===== src/rtl/decode_cycle_if.sv =====
// Bundle of the decode stage's F/D inputs, writeback port, D/E outputs and sp.
// The master modport is the surrounding pipeline, and the slave modport is decode_cycle.
interface decode_cycle_if;
  logic [18:0] instrD;
  logic [18:0] pcD;
  logic [18:0] pcplus4D;
  logic        flushE;
  logic        regwriteW;
  logic [3:0]  rdW;
  logic [18:0] resultW;
  logic [18:0] rd1E;
  logic [18:0] rd2E;
  logic [18:0] immextE;
  logic [18:0] pcE;
  logic [18:0] pcplus4E;
  logic [3:0]  rs1E;
  logic [3:0]  rs2E;
  logic [3:0]  rdE;
  logic        regwriteE;
  logic        memwriteE;
  logic        alusrcE;
  logic        branchE;
  logic [1:0]  resultsrcE;
  logic [3:0]  alucontrolE;
  logic [1:0]  jumptypeE;
  logic [18:0] sp;

  modport master (
    output instrD, pcD, pcplus4D, flushE, regwriteW, rdW, resultW,
    input  rd1E, rd2E, immextE, pcE, pcplus4E, rs1E, rs2E, rdE,
    input  regwriteE, memwriteE, alusrcE, branchE, resultsrcE, alucontrolE, jumptypeE, sp
  );

  modport slave (
    input  instrD, pcD, pcplus4D, flushE, regwriteW, rdW, resultW,
    output rd1E, rd2E, immextE, pcE, pcplus4E, rs1E, rs2E, rdE,
    output regwriteE, memwriteE, alusrcE, branchE, resultsrcE, alucontrolE, jumptypeE, sp
  );
endinterface


===== src/rtl/decode_cycle.sv =====
// Decode stage of the 19-bit CPU: control decode, 16x19 register file, immediate extension, D/E register.
// Optional macro DECODE_BYPASS_EN forwards a same-cycle writeback onto the read ports and onto sp.
module decode_cycle (
  input logic         clk,
  input logic         rst,
  decode_cycle_if.slave bus
);

  function automatic logic [18:0] sext6(input logic [5:0] v);
    return {{13{v[5]}}, v};
  endfunction

  function automatic logic [18:0] sext14(input logic [13:0] v);
    return {{5{v[13]}}, v};
  endfunction

  logic [18:0] regs_r [16];

  logic [4:0]  opcode_s;
  logic [3:0]  rs1_idx_s;
  logic [3:0]  rs2_idx_s;
  logic [3:0]  rd_idx_s;
  logic [18:0] imm_s;
  logic        regwrite_s;
  logic        memwrite_s;
  logic        alusrc_s;
  logic        branch_s;
  logic [1:0]  resultsrc_s;
  logic [3:0]  alucontrol_s;
  logic [1:0]  jumptype_s;
  logic        use_jimm_s;
  logic        rs2_from_rd_s;
  logic        rd_link_s;
  logic        we_s;
  logic [18:0] rd1_s;
  logic [18:0] rd2_s;
  logic [18:0] sp_s;

  assign opcode_s = bus.instrD[18:14];
  // Reset takes priority over writeback, so the write enable is qualified by rst.
  assign we_s     = rst && bus.regwriteW && (bus.rdW != 4'd0);

  // Opcode to control-signal decode; unknown opcodes leave every enable low
  always_comb begin
    regwrite_s    = 1'b0;
    memwrite_s    = 1'b0;
    alusrc_s      = 1'b0;
    branch_s      = 1'b0;
    resultsrc_s   = 2'b00;
    alucontrol_s  = 4'b0000;
    jumptype_s    = 2'b00;
    use_jimm_s    = 1'b0;
    rs2_from_rd_s = 1'b0;
    rd_link_s     = 1'b0;
    case (opcode_s)
      5'b00001, 5'b00010, 5'b00011, 5'b00100,
      5'b00101, 5'b00110, 5'b00111: begin
        regwrite_s   = 1'b1;
        alucontrol_s = opcode_s[3:0];
      end
      5'b01000: begin
        regwrite_s   = 1'b1;
        alusrc_s     = 1'b1;
        alucontrol_s = 4'b0001;
      end
      5'b01001: begin
        regwrite_s   = 1'b1;
        alusrc_s     = 1'b1;
        resultsrc_s  = 2'b01;
        alucontrol_s = 4'b0001;
      end
      5'b01010: begin
        memwrite_s    = 1'b1;
        alusrc_s      = 1'b1;
        alucontrol_s  = 4'b0001;
        rs2_from_rd_s = 1'b1;
      end
      5'b01011: begin
        branch_s     = 1'b1;
        alucontrol_s = 4'b0010;
      end
      5'b01100: begin
        jumptype_s = 2'b01;
        use_jimm_s = 1'b1;
      end
      5'b01101: begin
        jumptype_s  = 2'b01;
        use_jimm_s  = 1'b1;
        regwrite_s  = 1'b1;
        resultsrc_s = 2'b10;
        rd_link_s   = 1'b1;
      end
      5'b01110: begin
        jumptype_s = 2'b10;
      end
      default: begin
        regwrite_s = 1'b0;
      end
    endcase
  end

  // A store carries its data register in the rd field, and a call always links into r15.
  assign rs1_idx_s = bus.instrD[9:6];
  assign rs2_idx_s = rs2_from_rd_s ? bus.instrD[13:10] : bus.instrD[5:2];
  assign rd_idx_s  = rd_link_s ? 4'd15 : bus.instrD[13:10];
  assign imm_s     = use_jimm_s ? sext14(bus.instrD[13:0]) : sext6(bus.instrD[5:0]);

  // Read port 1 with r0 hard-wired to zero
  always_comb begin
    if (rs1_idx_s == 4'd0) begin
      rd1_s = 19'd0;
`ifdef DECODE_BYPASS_EN
    end else if (we_s && (bus.rdW == rs1_idx_s)) begin
      rd1_s = bus.resultW;
`endif
    end else begin
      rd1_s = regs_r[rs1_idx_s];
    end
  end

  // Read port 2 with r0 hard-wired to zero
  always_comb begin
    if (rs2_idx_s == 4'd0) begin
      rd2_s = 19'd0;
`ifdef DECODE_BYPASS_EN
    end else if (we_s && (bus.rdW == rs2_idx_s)) begin
      rd2_s = bus.resultW;
`endif
    end else begin
      rd2_s = regs_r[rs2_idx_s];
    end
  end

  // The link register r15 is exported as sp for the fetch PC mux.
  always_comb begin
`ifdef DECODE_BYPASS_EN
    if (we_s && (bus.rdW == 4'd15)) begin
      sp_s = bus.resultW;
    end else begin
      sp_s = regs_r[15];
    end
`else
    sp_s = regs_r[15];
`endif
  end

  assign bus.sp = sp_s;

  // Register file write port driven by writeback
  always_ff @(posedge clk) begin
    if (!rst) begin
      for (int i = 0; i < 16; i++) begin
        regs_r[i] <= 19'd0;
      end
    end else if (we_s) begin
      regs_r[bus.rdW] <= bus.resultW;
    end
  end

  // D/E pipeline register; a flush loads an all-zero bubble
  always_ff @(posedge clk) begin
    if (!rst || bus.flushE) begin
      bus.rd1E        <= 19'd0;
      bus.rd2E        <= 19'd0;
      bus.immextE     <= 19'd0;
      bus.pcE         <= 19'd0;
      bus.pcplus4E    <= 19'd0;
      bus.rs1E        <= 4'd0;
      bus.rs2E        <= 4'd0;
      bus.rdE         <= 4'd0;
      bus.regwriteE   <= 1'b0;
      bus.memwriteE   <= 1'b0;
      bus.alusrcE     <= 1'b0;
      bus.branchE     <= 1'b0;
      bus.resultsrcE  <= 2'b00;
      bus.alucontrolE <= 4'b0000;
      bus.jumptypeE   <= 2'b00;
    end else begin
      bus.rd1E        <= rd1_s;
      bus.rd2E        <= rd2_s;
      bus.immextE     <= imm_s;
      bus.pcE         <= bus.pcD;
      bus.pcplus4E    <= bus.pcplus4D;
      bus.rs1E        <= rs1_idx_s;
      bus.rs2E        <= rs2_idx_s;
      bus.rdE         <= rd_idx_s;
      bus.regwriteE   <= regwrite_s;
      bus.memwriteE   <= memwrite_s;
      bus.alusrcE     <= alusrc_s;
      bus.branchE     <= branch_s;
      bus.resultsrcE  <= resultsrc_s;
      bus.alucontrolE <= alucontrol_s;
      bus.jumptypeE   <= jumptype_s;
    end
  end

endmodule


===== src/flat_wrapper.sv =====
// flat-port wrapper written by rule: the top's interface ports become plain ports
module decode_cycle_flat 
  (clk, rst, bus_instrD, bus_pcD, bus_pcplus4D, bus_flushE, bus_regwriteW, bus_rdW, bus_resultW, bus_rd1E, bus_rd2E, bus_immextE, bus_pcE, bus_pcplus4E, bus_rs1E, bus_rs2E, bus_rdE, bus_regwriteE, bus_memwriteE, bus_alusrcE, bus_branchE, bus_resultsrcE, bus_alucontrolE, bus_jumptypeE, bus_sp);
  decode_cycle_if bus_i ();
  input logic clk;
  input logic rst;
  input wire logic [$bits(bus_i.instrD)-1:0] bus_instrD;
  input wire logic [$bits(bus_i.pcD)-1:0] bus_pcD;
  input wire logic [$bits(bus_i.pcplus4D)-1:0] bus_pcplus4D;
  input wire logic [$bits(bus_i.flushE)-1:0] bus_flushE;
  input wire logic [$bits(bus_i.regwriteW)-1:0] bus_regwriteW;
  input wire logic [$bits(bus_i.rdW)-1:0] bus_rdW;
  input wire logic [$bits(bus_i.resultW)-1:0] bus_resultW;
  output wire logic [$bits(bus_i.rd1E)-1:0] bus_rd1E;
  output wire logic [$bits(bus_i.rd2E)-1:0] bus_rd2E;
  output wire logic [$bits(bus_i.immextE)-1:0] bus_immextE;
  output wire logic [$bits(bus_i.pcE)-1:0] bus_pcE;
  output wire logic [$bits(bus_i.pcplus4E)-1:0] bus_pcplus4E;
  output wire logic [$bits(bus_i.rs1E)-1:0] bus_rs1E;
  output wire logic [$bits(bus_i.rs2E)-1:0] bus_rs2E;
  output wire logic [$bits(bus_i.rdE)-1:0] bus_rdE;
  output wire logic [$bits(bus_i.regwriteE)-1:0] bus_regwriteE;
  output wire logic [$bits(bus_i.memwriteE)-1:0] bus_memwriteE;
  output wire logic [$bits(bus_i.alusrcE)-1:0] bus_alusrcE;
  output wire logic [$bits(bus_i.branchE)-1:0] bus_branchE;
  output wire logic [$bits(bus_i.resultsrcE)-1:0] bus_resultsrcE;
  output wire logic [$bits(bus_i.alucontrolE)-1:0] bus_alucontrolE;
  output wire logic [$bits(bus_i.jumptypeE)-1:0] bus_jumptypeE;
  output wire logic [$bits(bus_i.sp)-1:0] bus_sp;
  assign bus_i.instrD = bus_instrD;
  assign bus_i.pcD = bus_pcD;
  assign bus_i.pcplus4D = bus_pcplus4D;
  assign bus_i.flushE = bus_flushE;
  assign bus_i.regwriteW = bus_regwriteW;
  assign bus_i.rdW = bus_rdW;
  assign bus_i.resultW = bus_resultW;
  assign bus_rd1E = bus_i.rd1E;
  assign bus_rd2E = bus_i.rd2E;
  assign bus_immextE = bus_i.immextE;
  assign bus_pcE = bus_i.pcE;
  assign bus_pcplus4E = bus_i.pcplus4E;
  assign bus_rs1E = bus_i.rs1E;
  assign bus_rs2E = bus_i.rs2E;
  assign bus_rdE = bus_i.rdE;
  assign bus_regwriteE = bus_i.regwriteE;
  assign bus_memwriteE = bus_i.memwriteE;
  assign bus_alusrcE = bus_i.alusrcE;
  assign bus_branchE = bus_i.branchE;
  assign bus_resultsrcE = bus_i.resultsrcE;
  assign bus_alucontrolE = bus_i.alucontrolE;
  assign bus_jumptypeE = bus_i.jumptypeE;
  assign bus_sp = bus_i.sp;
  decode_cycle u_core (.clk(clk), .rst(rst), .bus(bus_i));
endmodule

===== config.mk =====
export PLATFORM = sky130hd
export DESIGN_NAME = decode_cycle_flat
export DESIGN_NICKNAME = d
export VERILOG_FILES = /design/src/rtl/decode_cycle_if.sv /design/src/rtl/decode_cycle.sv /design/src/flat_wrapper.sv
export SDC_FILE = /design/constraint.sdc
export NUM_CORES = 1
export LEC_CHECK = 0
export ABC_CLOCK_PERIOD_IN_PS = 2700
export CAP_MARGIN = 15
export CORE_ASPECT_RATIO = 0.8
export CORE_MARGIN = 2
export CORE_UTILIZATION = 28
export CTS_BUF_LIST = sky130_fd_sc_hd__clkbuf_8
export CTS_CLUSTER_SIZE = 14
export DETAILED_ROUTE_END_ITERATION = 16
export PLACE_DENSITY = 0.49
export SYNTH_ARGS = -nofsm -noshare
export SYNTH_HDL_FRONTEND = slang
export SYNTH_SLANG_ARGS = --single-unit

===== constraint.sdc =====
create_clock -name clk -period 2.7 [get_ports clk]
set_input_delay 0.54 -clock clk [delete_from_list [all_inputs] [get_ports clk]]
set_output_delay 0.54 -clock clk [all_outputs]
set_load 0.02 [all_outputs]

# Yosys cells after proc, flatten, opt, wreduce, memory -nomap -nowiden
# Memories as Yosys holds them, arrays and structs flattened. A register that Yosys moved wholly into a read port is not among the register bits.
# Index checks and enable logic that the tools add are counted.
dict set report totals {
  regBits 81
  ramBits 304
  inputBits 84
  word_cells 61
  n_memories 1
}
# name depth word_bits rd rd_clocked_by_memory_dff wr line
set memory_table {}
lappend memory_table {u_core.regs_r 16 19 3 2 16 decode_cycle.sv:17} ;# logic [18:0] regs_r [16];
dict set report op_classes {
  eq_ne 14
  muxes 19
  reduce_logical 14
}
# cell count
set ops {}
lappend ops {{$mux W19} 2}
lappend ops {{$eq A5 B4 Y1 const B} 7}
lappend ops {{$eq A5 B3 Y1 const B} 4}
lappend ops {{$reduce_or A19 Y1} 1}
lappend ops {{$mux W4} 3}
lappend ops {{$pmux W4 S3} 1}
lappend ops {{$mux W1} 11}
lappend ops {{$eq A5 B2 Y1 const B} 2}
lappend ops {{$reduce_or A10 Y1} 1}
lappend ops {{$logic_not A4 Y1} 2}
lappend ops {{$pmux W2 S2} 2}
lappend ops {{$reduce_or A7 Y1} 1}
lappend ops {{$reduce_or A2 Y1} 3}
lappend ops {{$eq A5 B1 Y1 const B} 1}
lappend ops {{$reduce_bool A4 Y1} 1}
lappend ops {{$reduce_or A3 Y1} 1}
lappend ops {{$logic_and A1 B1 Y1} 2}
lappend ops {{$logic_not A1 Y1} 1}
lappend ops {{$logic_or A1 B1 Y1} 1}

# Longest topological paths before layout
dict set report depth {
  depth_word 7
  mapped_depth 10
}

# Least setup slack after synthesis
# OpenSTA, ideal clock, no wires.
dict set report synth_path {
  kind {input to register}
  from {input port rst}
  to {memory u_core.regs_r[13][0] (enable)}
  t_arrival_ns 2.467
  t_required_ns 2.279
  path_slack_ns -0.189
  stages 3
  path_buffers 1
  path_cell_list {clkbuf_1 -> nand4_1 -> o21ai_0}
}
# item line
set synth_lines {}
lappend synth_lines {{start: declaration} flat_wrapper.sv:6} ;# input logic rst;
lappend synth_lines {{end: declaration} decode_cycle.sv:17}

# Worst setup path in the final report
dict set report layout_path {
  from {input port bus_instrD[16]}
  to {register u_core.bus.rd2E[6] (read register of u_core.regs_r)}
}
dict set report layout_via {
  elab_chain_cells 5
}
# item line
set layout_rtl {}
lappend layout_rtl {{start: declaration} flat_wrapper.sv:7} ;# input wire logic [$bits(bus_i.instrD)-1:0] bus_instrD;
lappend layout_rtl {{$eq A5 B4 Y1 (*)} decode_cycle.sv:55} ;# case (opcode_s)
lappend layout_rtl {{$mux W1 (*)} decode_cycle.sv:55}
lappend layout_rtl {{$mux W4 (*)} decode_cycle.sv:104} ;# assign rs2_idx_s = rs2_from_rd_s ? bus.instrD[13:10] : bus.instrD[5:2];
lappend layout_rtl {{$logic_not A4 Y1} decode_cycle.sv:123} ;# if (rs2_idx_s == 4'd0) begin
lappend layout_rtl {{$reduce_or A2 Y1 (no source line)} -}
lappend layout_rtl {{end: declaration} decode_cycle_if.sv:36} ;# output rd1E, rd2E, immextE, pcE, pcplus4E, rs1E, rs2E, rdE,
# Mark *: on every way between the ends. The rest lies on a longest branch, timed or not.
# A chain may end at the register's enable or synchronous reset.

==> metrics.md <==
| Metric | Value |
|---|---|
| Outcome | finished clean |
| Sink Count | 418 |
| Routability congestion estimate | 0.821 |
| Leakage | 0.00996 µW |
| Crit path max-delay cell type | clkdlybuf4s50_1 |
| Internal | 11,700 µW |
| CTS resizes | 0 |
| CP max FO | 11 |
| WL/cell | 23.0 µm |
| Clock Power Share | 39.4% |
| RSZ-0062 raised after global routing | false |
| TritonCTS clock tree | done |
| Hold path depth | 3 |
| Clk_lat worst skew | 710 ps |
| I/O Pins | 222 |
| CP endpoint kind | flip-flop |
| Port bufs | 221 |
| Area delta synth->final | 30.6% |
| WHS Endpoint | u_core.bus.immextE[2] |
| Vias in the first global route | 15,400 |
| Commonest non-fill, non-tap cell in the layout | and2_1 |
| First-pass GRT wire length | 102 mm |
| Rel. slew slack | 20.8% |
| Min-Delay Path Class | input pin to flip-flop |
| Max rail drop VDD | 0.000310 V |
| DIE HEIGHT | 248 µm |
| Initial Util | 28.3% |
| Initial antenna violation count | 3 |
| Post-synth EDFFs | 304 |
| Crit path launch type | input pin |
| FF+latch count, synth | 418 |
| Cell Rows | 89 |
| Width of the die | 309 µm |
| Global Route Usage Sum | 18.1% |
| Clock Skew | 43.4 ps |
| H-Tree Depth | 3 |
| PD cells | 586 mW/mm² |
| Root Buffer | clkbuf_8 |
| Synth warnings | 0 |
| Worst Min Path Start | bus_instrD[2] |
| Hold buffers post-CTS | 0 |
| Final count of negative-setup-slack endpoints | 0 |
| GRT overflow | 0 |
| Clock input transition at the sequential cells of the worst setup and hold paths | 60 ps |
| Via count | 15,000 |
| Final wirelength | 70.1 mm |
| Max Clk Rate | 408 MHz |
| Final hold vios | 0 |
| Worst path arrival time | 3010 ps |
| Fin. max-slew vios | 0 |
| Core Box Area | 0.0738 mm² |
| R2R Path Start | u_core.regs_r[15][17] |
| Clock buffer depth | 3 |
| Post-synth top flop | edfxtp_1 |
| Reg-to-Reg End | u_core.bus.rd1E[17] |
| Initial DRC Count | 1,211 |
| Worst path cell trace | clkdlybuf4s50_1, and3b_1, and2_2, nor2_8, buf_12, mux2_2, a211oi_1, buf_4, o22ai_1 |
| Final HPWL DP | 48.8 mm |
| Via density per instance | 4.94 |
| Share of cells above drive strength 1 | 22.3% |
| Post-CTS Setup Bufs | 0 |
| Delay of the slowest critical-path stage | 590 ps |
| Library cells used by synthesis | 57 |
| DR DRC count | 0 |
| Final period util | 90.7% |
| Total Negative Setup Slacks | 0 ps |
| WP data required | 3260 ps |
| Cells after synthesis | 1,664 |
| WHS | 176 ps |
| Sw power | 4310 µW |
| Cell family with most CP delay | buffers and inverters |
| Post-Syn Area | 0.0209 mm² |
| Final Net Count | 2,061 |
| Combinational power share | 14.1% |
| Critical path class | input pin to flip-flop |
| Detailed Routing Iterations Pass 1 | 5 |
| Max-cap violations | 0 |
| Minimum clock period | 2450 ps |
| Commonest non-fill, non-tap cells in the layout | and2_1, edfxtp_1, clkdlybuf4s50_1 |
| Asr flop ratio synth | 0% |
| Switching Share | 26.9% |
| Worst Path Buf+Inv | 3 |
| Cts bufs inserted | 77 |
| Utilization after layout | 37.0% |
| Slew @ Worst Pin | 1180 ps |
| Largest net degree at the start of global routing | 79 |
| Sequential area share after synthesis | 54.6% |
| R2R setup slack | 860 ps |
| Reg2Reg Depth | 3 |
| Share of power burned in registers | 46.6% |
| DIE AREA | 0.0769 mm² |
| Syn_area_per_cell | 12.6 µm² |
| ANT nets after route | 0 |
[cells by family (layout without fill, tap and decap cells)]
kind of cell / after synthesis / after routing / share of synthesized area (%)
buffers and inverters: 156 / 514 / 3.39
flip-flops: 418 / 418 / 54.6
multiplexers: 190 / 190 / 15.1
AND/OR/NAND/NOR: 624 / 624 / 17.3
AO/OA/AOI/OAI: 275 / 275 / 9.61
other: 1 / 21 / 0.0179
[power groups by stage]
stage	Sequential (µW)	Combinational (µW)	Clock, µW
2_1_floorplan	7640	1080	0
3_3_place_gp	7570	2250	0
3_5_place_dp	7580	2270	0
4_1_cts	7450	2280	6510
5_1_grt	7490	2390	6750
6_report	7450	2260	6300
[Yosys cell counts, types with 3 or more instances]
cell type	n	area, µm²
a211oi_1	57	428
a21o_1	10	75.1
a21oi_1	23	115
a22oi_1	38	285
a31oi_1	3	18.8
a31oi_2	5	62.6
and2_1	331	2070
and3_1	4	25.0
buf_1	6	22.5
buf_2	32	160
buf_4	9	67.6
buf_6	5	56.3
clkbuf_1	96	360
dfxtp_1	114	2280
edfxtp_1	304	9130
inv_1	4	15.0
mux2_2	57	642
mux2i_1	38	380
mux4_2	95	2140
nand2_1	115	432
nand2b_1	85	532
nand3_1	19	95.1
nor2_1	23	86.3
nor2b_1	21	131
nor3_1	7	35.0
o21ai_0	31	155
o21ai_1	5	25.0
o221a_1	16	180
o221a_2	3	33.8
o221ai_1	19	166
o22ai_1	57	357
[stage by stage]
stage	power, µW	worst slack, ps	cells	instance area (µm²)
5_1_grt	16600	253	3043	27300
3_5_place_dp	9860	-427	2899	25700
2_1_floorplan	8710	-189	1683	21000
4_1_cts	16200	306	3042	27300
6_report	16000	251	3043	27300
3_3_place_gp	9820	-412	2899	25700
[flip-flops by register name, summed over array words and instances, names as in the netlist]
register and count:
u_core.bus.rd2E 19, u_core.bus.resultsrcE 2, u_core.bus.pcE 19, u_core.regs_r 304
u_core.bus.regwriteE 1, u_core.bus.alusrcE 1, u_core.bus.rd1E 19, u_core.bus.memwriteE 1
u_core.bus.rdE 4, u_core.bus.branchE 1, u_core.bus.rs2E 4, u_core.bus.alucontrolE 4
u_core.bus.pcplus4E 19, u_core.bus.rs1E 4, u_core.bus.immextE 14, u_core.bus.jumptypeE 2
[final cells by class]
cell class / instances / area [µm²]
timing repair buffer: 365 / 4070
tap: 1001 / 1250
multi-input combinational: 1109 / 8940
antenna: 1 / 2.50
inverter: 6 / 22.5
sequential: 418 / 11400
fill: 7063 / 46500
clock inverter: 46 / 265
clock buffer: 97 / 1340
[worst min-delay path, delay by kind of cell]
kind | cells | cell delay [ps]
buffers and inverters | 2 | 210
AND/OR/NAND/NOR | 1 | 50
[worst max-delay path by stage]
stage	from	end	slack, ps	depth (start not counted)
2_1_floorplan	rst	u_core.regs_r[14][0]	-190	3
3_3_place_gp	bus_instrD[16]	u_core.bus.rd2E[6]	-410	9
3_5_place_dp	bus_instrD[16]	u_core.bus.rd2E[6]	-430	9
4_1_cts	u_core.bus.rd2E[17]	bus_rd2E[17]	310	1
5_1_grt	bus_instrD[16]	u_core.bus.rd2E[6]	250	9
6_report	bus_instrD[16]	u_core.bus.rd2E[6]	250	9
[metal layers]
metal	part of all wire, %	global-route usage [%]	vias up
met1	44	23.8	7633
li1	-	-	6789
met2	47	29.1	462
met5	0.019	0	-
met4	3.7	7.58	2
met3	5.5	3.42	140
No activity file was read; power rests on OpenSTA's default activity.
